<file path="config.mk">
export PLATFORM = sky130hd
export DESIGN_NAME = ex_mem_stage
export DESIGN_NICKNAME = d
export VERILOG_FILES = /design/src/rtl/cpu_types_pkg.sv /design/src/rtl/sat_counter.sv /design/src/rtl/ex_mem_stage.sv
export SDC_FILE = /design/constraint.sdc
export NUM_CORES = 1
export LEC_CHECK = 0
export ABC_AREA = 1
export BUFFER_PORTS_ARGS = -buffer_cell sky130_fd_sc_hd__buf_2
export CAP_MARGIN = 20
export CORE_ASPECT_RATIO = 0.5
export CORE_MARGIN = 3
export CORE_UTILIZATION = 47
export CTS_CLUSTER_DIAMETER = 100
export CTS_CLUSTER_SIZE = 16
export DETAILED_ROUTE_END_ITERATION = 16
export PLACE_DENSITY_LB_ADDON = 0.1
export SLEW_MARGIN = 25
export SYNTH_ARGS = -nofsm -noshare
export SYNTH_HDL_FRONTEND = slang
export SYNTH_HIERARCHICAL = 1
export SYNTH_SLANG_ARGS = --single-unit
</file>
<file path="constraint.sdc">
create_clock -name CLK -period 4 [get_ports CLK]
set_clock_uncertainty 0.05 [all_clocks]
set_input_delay 0.4 -clock CLK [delete_from_list [all_inputs] [get_ports CLK]]
set_output_delay 0.4 -clock CLK [all_outputs]
set_load 0.005 [all_outputs]
</file>
<file path="src/rtl/cpu_types_pkg.sv">
// Shared CPU datapath types and the EX/MEM memory-controller state encoding.
package cpu_types_pkg;

    localparam int unsigned WORD_W = 32;
    localparam int unsigned REG_W  = 5;

    typedef logic [WORD_W-1:0] word_t;
    typedef logic [REG_W-1:0]  regbits_t;

    typedef enum logic [1:0] {
        MEM_IDLE   = 2'd0,
        MEM_WAIT   = 2'd1,
        MEM_HALTED = 2'd2
    } memstate_t;

endpackage

</file>
<file path="src/rtl/sat_counter.sv">
// Saturating up-counter for performance statistics.
module sat_counter #(
    parameter int unsigned WIDTH = 16
) (
    input  logic             clk,
    input  logic             rst_n,
    input  logic             inc,
    output logic [WIDTH-1:0] count
);

    // Count qualified cycles, sticking at all-ones.
    always_ff @(posedge clk or negedge rst_n) begin
        if (!rst_n) begin
            count <= '0;
        end else if (inc && (count != '1)) begin
            count <= count + 1'b1;
        end
    end

endmodule

</file>
<file path="src/rtl/ex_mem_stage.sv">
// EX/MEM pipeline register with dcache request control, sticky halt and
// a saturating memory-stall cycle counter.
module ex_mem_stage
    import cpu_types_pkg::*;
#(
    parameter int unsigned CNT_W = 16
) (
    input  logic             CLK,
    input  logic             nRST,
    input  logic             exW,
    input  logic             exRST,
    input  logic             excuDRE,
    input  logic             excuDWE,
    input  logic             excuHALT,
    input  logic             exdatomic,
    input  logic             exMemToReg,
    input  logic             exWEN,
    input  logic             exJALflag,
    input  word_t            exaluout,
    input  word_t            exrdat2,
    input  regbits_t         exwsel,
    input  word_t            exiaddr,
    input  logic             dhit,
    output logic             memMemToReg,
    output logic             memWEN,
    output logic             memJALflag,
    output word_t            memaluout,
    output word_t            memiaddr,
    output regbits_t         memwsel,
    output logic             dREN,
    output logic             dWEN,
    output logic             datomic,
    output word_t            daddr,
    output word_t            dstore,
    output logic             mem_stall,
    output logic             halt,
    output logic [CNT_W-1:0] stall_cnt
);

    memstate_t state;
    logic      lat_dre;
    logic      lat_dwe;
    logic      lat_atomic;
    logic      cap;
    logic      load_op;

    // A flushed capture is a bubble, so it can never start an access or halt.
    always_comb begin
        halt      = (state == MEM_HALTED);
        mem_stall = (state == MEM_WAIT) && !dhit;
        cap       = exW && !mem_stall && !halt;
        load_op   = cap && !exRST;
        dREN      = (state == MEM_WAIT) && lat_dre;
        dWEN      = (state == MEM_WAIT) && lat_dwe;
        datomic   = (state == MEM_WAIT) && lat_atomic;
        daddr     = memaluout;
    end

    // Pipeline register: load EX values or a bubble on capture, else hold.
    always_ff @(posedge CLK or negedge nRST) begin
        if (!nRST) begin
            memMemToReg <= 1'b0;
            memWEN      <= 1'b0;
            memJALflag  <= 1'b0;
            memaluout   <= '0;
            memiaddr    <= '0;
            memwsel     <= '0;
            dstore      <= '0;
            lat_dre     <= 1'b0;
            lat_dwe     <= 1'b0;
            lat_atomic  <= 1'b0;
        end else if (cap) begin
            memMemToReg <= exRST ? 1'b0 : exMemToReg;
            memWEN      <= exRST ? 1'b0 : exWEN;
            memJALflag  <= exRST ? 1'b0 : exJALflag;
            memaluout   <= exRST ? '0 : exaluout;
            memiaddr    <= exRST ? '0 : exiaddr;
            memwsel     <= exRST ? '0 : exwsel;
            dstore      <= exRST ? '0 : exrdat2;
            lat_dre     <= exRST ? 1'b0 : excuDRE;
            lat_dwe     <= exRST ? 1'b0 : excuDWE;
            lat_atomic  <= exRST ? 1'b0 : exdatomic;
        end
    end

    // Request FSM: the next state follows whatever is captured, which covers
    // IDLE->WAIT, WAIT->WAIT back-to-back and WAIT->HALTED on the dhit edge.
    always_ff @(posedge CLK or negedge nRST) begin
        if (!nRST) begin
            state <= MEM_IDLE;
        end else if (cap) begin
            if (load_op && (excuDRE || excuDWE)) begin
                state <= MEM_WAIT;
            end else if (load_op && excuHALT) begin
                state <= MEM_HALTED;
            end else begin
                state <= MEM_IDLE;
            end
        end else if ((state == MEM_WAIT) && dhit) begin
            state <= MEM_IDLE;
        end
    end

    sat_counter #(.WIDTH(CNT_W)) u_stall_cnt (
        .clk   (CLK),
        .rst_n (nRST),
        .inc   (mem_stall),
        .count (stall_cnt)
    );

    a_no_rw_capture : assert property (@(posedge CLK) disable iff (!nRST)
        load_op |-> !(excuDRE && excuDWE));

    a_no_dual_request : assert property (@(posedge CLK) disable iff (!nRST)
        !(dREN && dWEN));

endmodule

</file>
## After elaboration in Yosys (flattened, before gate mapping)

Index checks and enable logic that the tools add are counted.

| word-level totals | value |
|---|---|
| output and inout port bits | 157 |
| flip-flop bits (word level) | 125 |
| input bits | 113 |

| operators by class | value |
|---|---|
| add/sub/neg operators | 1 |
| reductions and logical operators | 17 |
| muxes and demuxes | 14 |
| equality and inequality tests | 3 |

Operator list:

| kind | number |
|---|---|
| 32-bit 2-to-1 mux | 3 |
| 16-bit by 1-bit adder with 16-bit output (second input constant) | 1 |
| 16-bit inequality test (second input constant) | 1 |
| 1-bit logical AND | 11 |
| 2-bit 2-to-1 mux | 4 |
| 1-bit 2-to-1 mux | 6 |
| 5-bit 2-to-1 mux | 1 |
| 1-bit zero test | 4 |
| 2-bit by 1-bit == test with 1-bit output (second input constant) | 1 |
| 2-bit == test (second input constant) | 1 |
| 2-bit nonzero test | 1 |
| 1-bit logical OR | 1 |

## Depth between registers and ports, before layout

| depth | value |
|---|---|
| depth in word-level cells | 10 |
| gate-level depth with buffers | 13 |
| gate-level depth less buffers | 11 |

## Cells and area by module

Netlist, hierarchy kept.

By module, submodules not included:

| module | instances | sequential area each (µm²) | cells an instance | area an instance (µm²) |
|---|---|---|---|---|
| ex_mem_stage | 1 | 2727.6 | 536 | 4824.6 |
| sat_counter | 1 | 400.4 | 149 | 1058.5 |

## Worst setup path before layout

Ideal clock, no wire load.

| path | value |
|---|---|
| kind | reg-to-reg |
| start | register state[1] |
| end | register u_stall_cnt.count[15] |
| cell stages (with the launch flop) | 13 |
| setup slack | 2225 ps |
| path buffers | 2 |
| clock period less this slack | 1775 ps |
| arrival | 1612 ps |
| data required time | 3837 ps |
| setup time | 113 ps |
| cells stage by stage | dfrtp_1 -> inv_2 -> nand2_1 -> nor2_4 -> buf_4 -> buf_4 -> inv_1 -> nor2_1 -> nand2_1 -> nor2_1 -> nand3_1 -> nand2_1 -> inv_1 |

| on the way | value |
|---|---|
| word-level cells in the longest chain between the ends | 3 |

RTL lines:

| item | line | text |
|---|---|---|
| start: declaration | ex_mem_stage.sv:40 | `memstate_t state;` |
| start signal: assignment | ex_mem_stage.sv:90 | `state <= MEM_IDLE;` |
| start signal: assignment | ex_mem_stage.sv:93 | `state <= MEM_WAIT;` |
| start signal: assignment | ex_mem_stage.sv:95 | `state <= MEM_HALTED;` |
| 2-bit by 1-bit == test with 1-bit output | ex_mem_stage.sv:50 | `mem_stall = (state == MEM_WAIT) && !dhit;` |
| 1-bit logical AND | ex_mem_stage.sv:50 |  |
| via mem_stall | ex_mem_stage.sv:35 | `output logic mem_stall,` |
| 1-bit logical AND | sat_counter.sv:15 | `end else if (inc && (count != '1)) begin` |
| end signal: assignment | sat_counter.sv:16 | `count <= count + 1'b1;` |
| end: declaration | sat_counter.sv:8 | `output logic [WIDTH-1:0] count` |

The timed path passes the listed nets, and every way through them passes these cells.
A chain may end at the register's enable or synchronous reset.

## Worst setup path in the final report

| path | value |
|---|---|
| start | register state[1] |
| end | output mem_stall |

| on the way | value |
|---|---|
| word-level cells in the longest chain between the ends | 2 |

RTL lines:

| item | line |
|---|---|
| 2-bit by 1-bit == test with 1-bit output | ex_mem_stage.sv:50 |
| 1-bit logical AND | ex_mem_stage.sv:50 |
| end: declaration | ex_mem_stage.sv:35 |

No other way between the ends.

==> out/results.ini <==
[finish]
antennaDiodeCount=0
area_growth_pct=28.37
nets=1013
drive_gt1_share_pct=35.86
fillers=1080

[drt]
wire_per_inst_microns=15.20
firstDrtPassIters=5
vias=5488
initialDrtViolationCount=453
avgViaCountPerCell=5.096
drc=0
postRouteAntennaNets=0
wl_mm=16.37

[clock_tree]
insertion_delay_ns=0.40
cts_buffers=17
post-cts-setup-buffer-count=0
clock_sinks=125
cts_tree=yes
cts_max_level=4
cts-resized-gates=0
clkTransAtPathRegs_ns=0.06
ctsLongestPathBuffers=2
cts-root-buf=clkbuf_16
cts_hold_buf=0

[timing]
period_minus_slack_ns=2.352
tightest_slew_ns=1.003
setup_viol=0
finalSetupTns_ns=0
holdWs_ns=0.03168
hold_viol=0
max-slew-margin-rel_pct=33.09
period_share_pct=58.81
slew_viol_final=0
grt_setup_unrepaired=no
max_freq_mhz=425.1

[power]
peakVddDrop_mv=0.2468
powerDensity_mw_per_mm2=480.2
power_leakage_nw=4.304

[worst_setup_path]
crit_fanout=29
critPathLaunchType=register
required_ns=3.55
critPathKind=register to output pin
setup.worst_path.end_class=output pin
critPathArrivalTime_ns=1.90

[floorplanning]
rows=28
die_w_microns=164.2
die_h_microns=85.11
design.portCount=270
start_util_pct=48.96
core_area_sq_mm=0.01202
dieArea_sq_mm=0.01398

[logic_synthesis]
syn-num-nets=799
ys_types=23
synth-seq-area-share_pct=53.17
synth_area_leaders=dfrtp_1 (53%), nand2_1 (11%), o21ai_0 (9.8%)
yosysTopAreaCell=dfrtp_1
syn_area_per_cell_sq_um=8.589
yosysMostFrequentCell=nand2_1
ys_seq_elements=125
synth_area_sq_mm=0.005883
netlist_instances=685
yosys_warnings=6
synth_edf_count=0
synthTopCellsByCount=nand2_1 (176), dfrtp_1 (125), o21ai_0 (115)
synth_top_area_share_pct=53.17
synthArstFlopShare_pct=100.0
synth_flop_cell=dfrtp_1

[run]
maxCapViolCount=0

[placed_design]
place_hpwl_mm=11.02
portBuffers=269
gp_congestion=0.8639

[outcome]
status=completed

[global_routing]
grt_pass1_wl_mm=26.83
grt_pass1_vias=5398
grt_overflow=0
antenna_found_initial=1
grt_usage_pct=23.94
grt_max_degree=106

[worst_hold_path]
min_path_type=input pin to async pin

## kinds of logic (layout without fill, tap and decap cells)
group                      Yosys count  count (layout)  share of synthesized area, %
xor gates and xnor gates             6               6                        0.8932
buffers and inverters              104             331                         10.19
AOI/OAI and AO/OA                  117             117                         10.08
DFF                                125             125                         53.17
and+or+nand+nor                    332             332                         25.46
adders and majority gates            1               1                        0.2126
## metrics by stage
stage | power, mW | utilization [%] | instances | area [sq um] | setup WS (ns)
after floorplan | 1.944 | - | 685 | 5883 | 2.225
after global placement | 2.244 | 58.37 | 1045 | 7014 | 1.741
after detailed placement | 2.262 | 58.37 | 1045 | 7014 | 1.743
after CTS | 3.663 | 62.85 | 1077 | 7552 | 1.623
after global routing | 3.838 | 62.85 | 1077 | 7552 | 1.478
final | 3.626 | 62.85 | 1077 | 7552 | 1.648
## per-layer routing
layer	global-route usage (%)	wire length, microns	up-vias
met1	30.57	6955	2617
li1	-	-	2659
met4	5.986	160	2
met5	0	13	-
met3	6.046	1131	17
met2	41.15	8109	193
## registers in the layout, summed over array words and instances, names as in the netlist
name / count
daddr: 32
dstore: 32
lat_dwe: 1
memJALflag: 1
memWEN: 1
lat_dre: 1
memwsel: 5
state: 2
memiaddr: 32
u_stall_cnt/count: 16
memMemToReg: 1
lat_atomic: 1
## cell type report
cell class	count	area, sq um	area share (%)
Clock inverter	15	112.6	1.491
Multi-Input combinational cell	456	2161	28.61
Inverter	25	95.09	1.259
Sequential cell	125	3128	41.42
Clock buffer	17	425.4	5.633
Tap cell	165	206.4	2.734
Timing Repair Buffer	274	1424	18.85
## power breakdown
| part | switching, mW | leakage (nW) | internal (mW) | total (mW) |
|---|---|---|---|---|
| logic | 0.380 | 2.42 | 0.288 | 0.668 |
| clock network | 0.594 | 0.261 | 0.800 | 1.39 |
| registers | 0.135 | 1.63 | 1.43 | 1.57 |
## critical path: stages, from the launching register on
cell     delay [ns]
dfrtp_1        0.42
inv_2          0.06
nand2_1        0.14
nor2_4         0.64
buf_2          0.24
## placed cells by master, fill, tap and decap left out, drive strengths merged
cell type    n
nor2        30
clkbuf      17
o21ai      117
nand3b       1
inv         30
ha           1
buf        274
dfrtp      125
xor2         1
clkinv       7
nand4        6
clkinvlp     3
nand2      182
xnor2        5
nand3      113
## final timing paths
path / to / startpoint / cells past startpoint / slack [ns]
min in group CLK: dstore[23] / exrdat2[23] / 3 / 0.16
setup / recovery: mem_stall / state[1] / 4 / 1.65
hold reg to reg: memwsel[1] / memwsel[1] / 2 / 0.45
max in group asynchronous: memiaddr[0] / nRST / 2 / 3.04
setup reg to reg: memiaddr[11] / state[1] / 7 / 1.81
hold / removal: u_stall_cnt/count[0] / nRST / 1 / 0.03
Power figures use the tool's default switching activity.
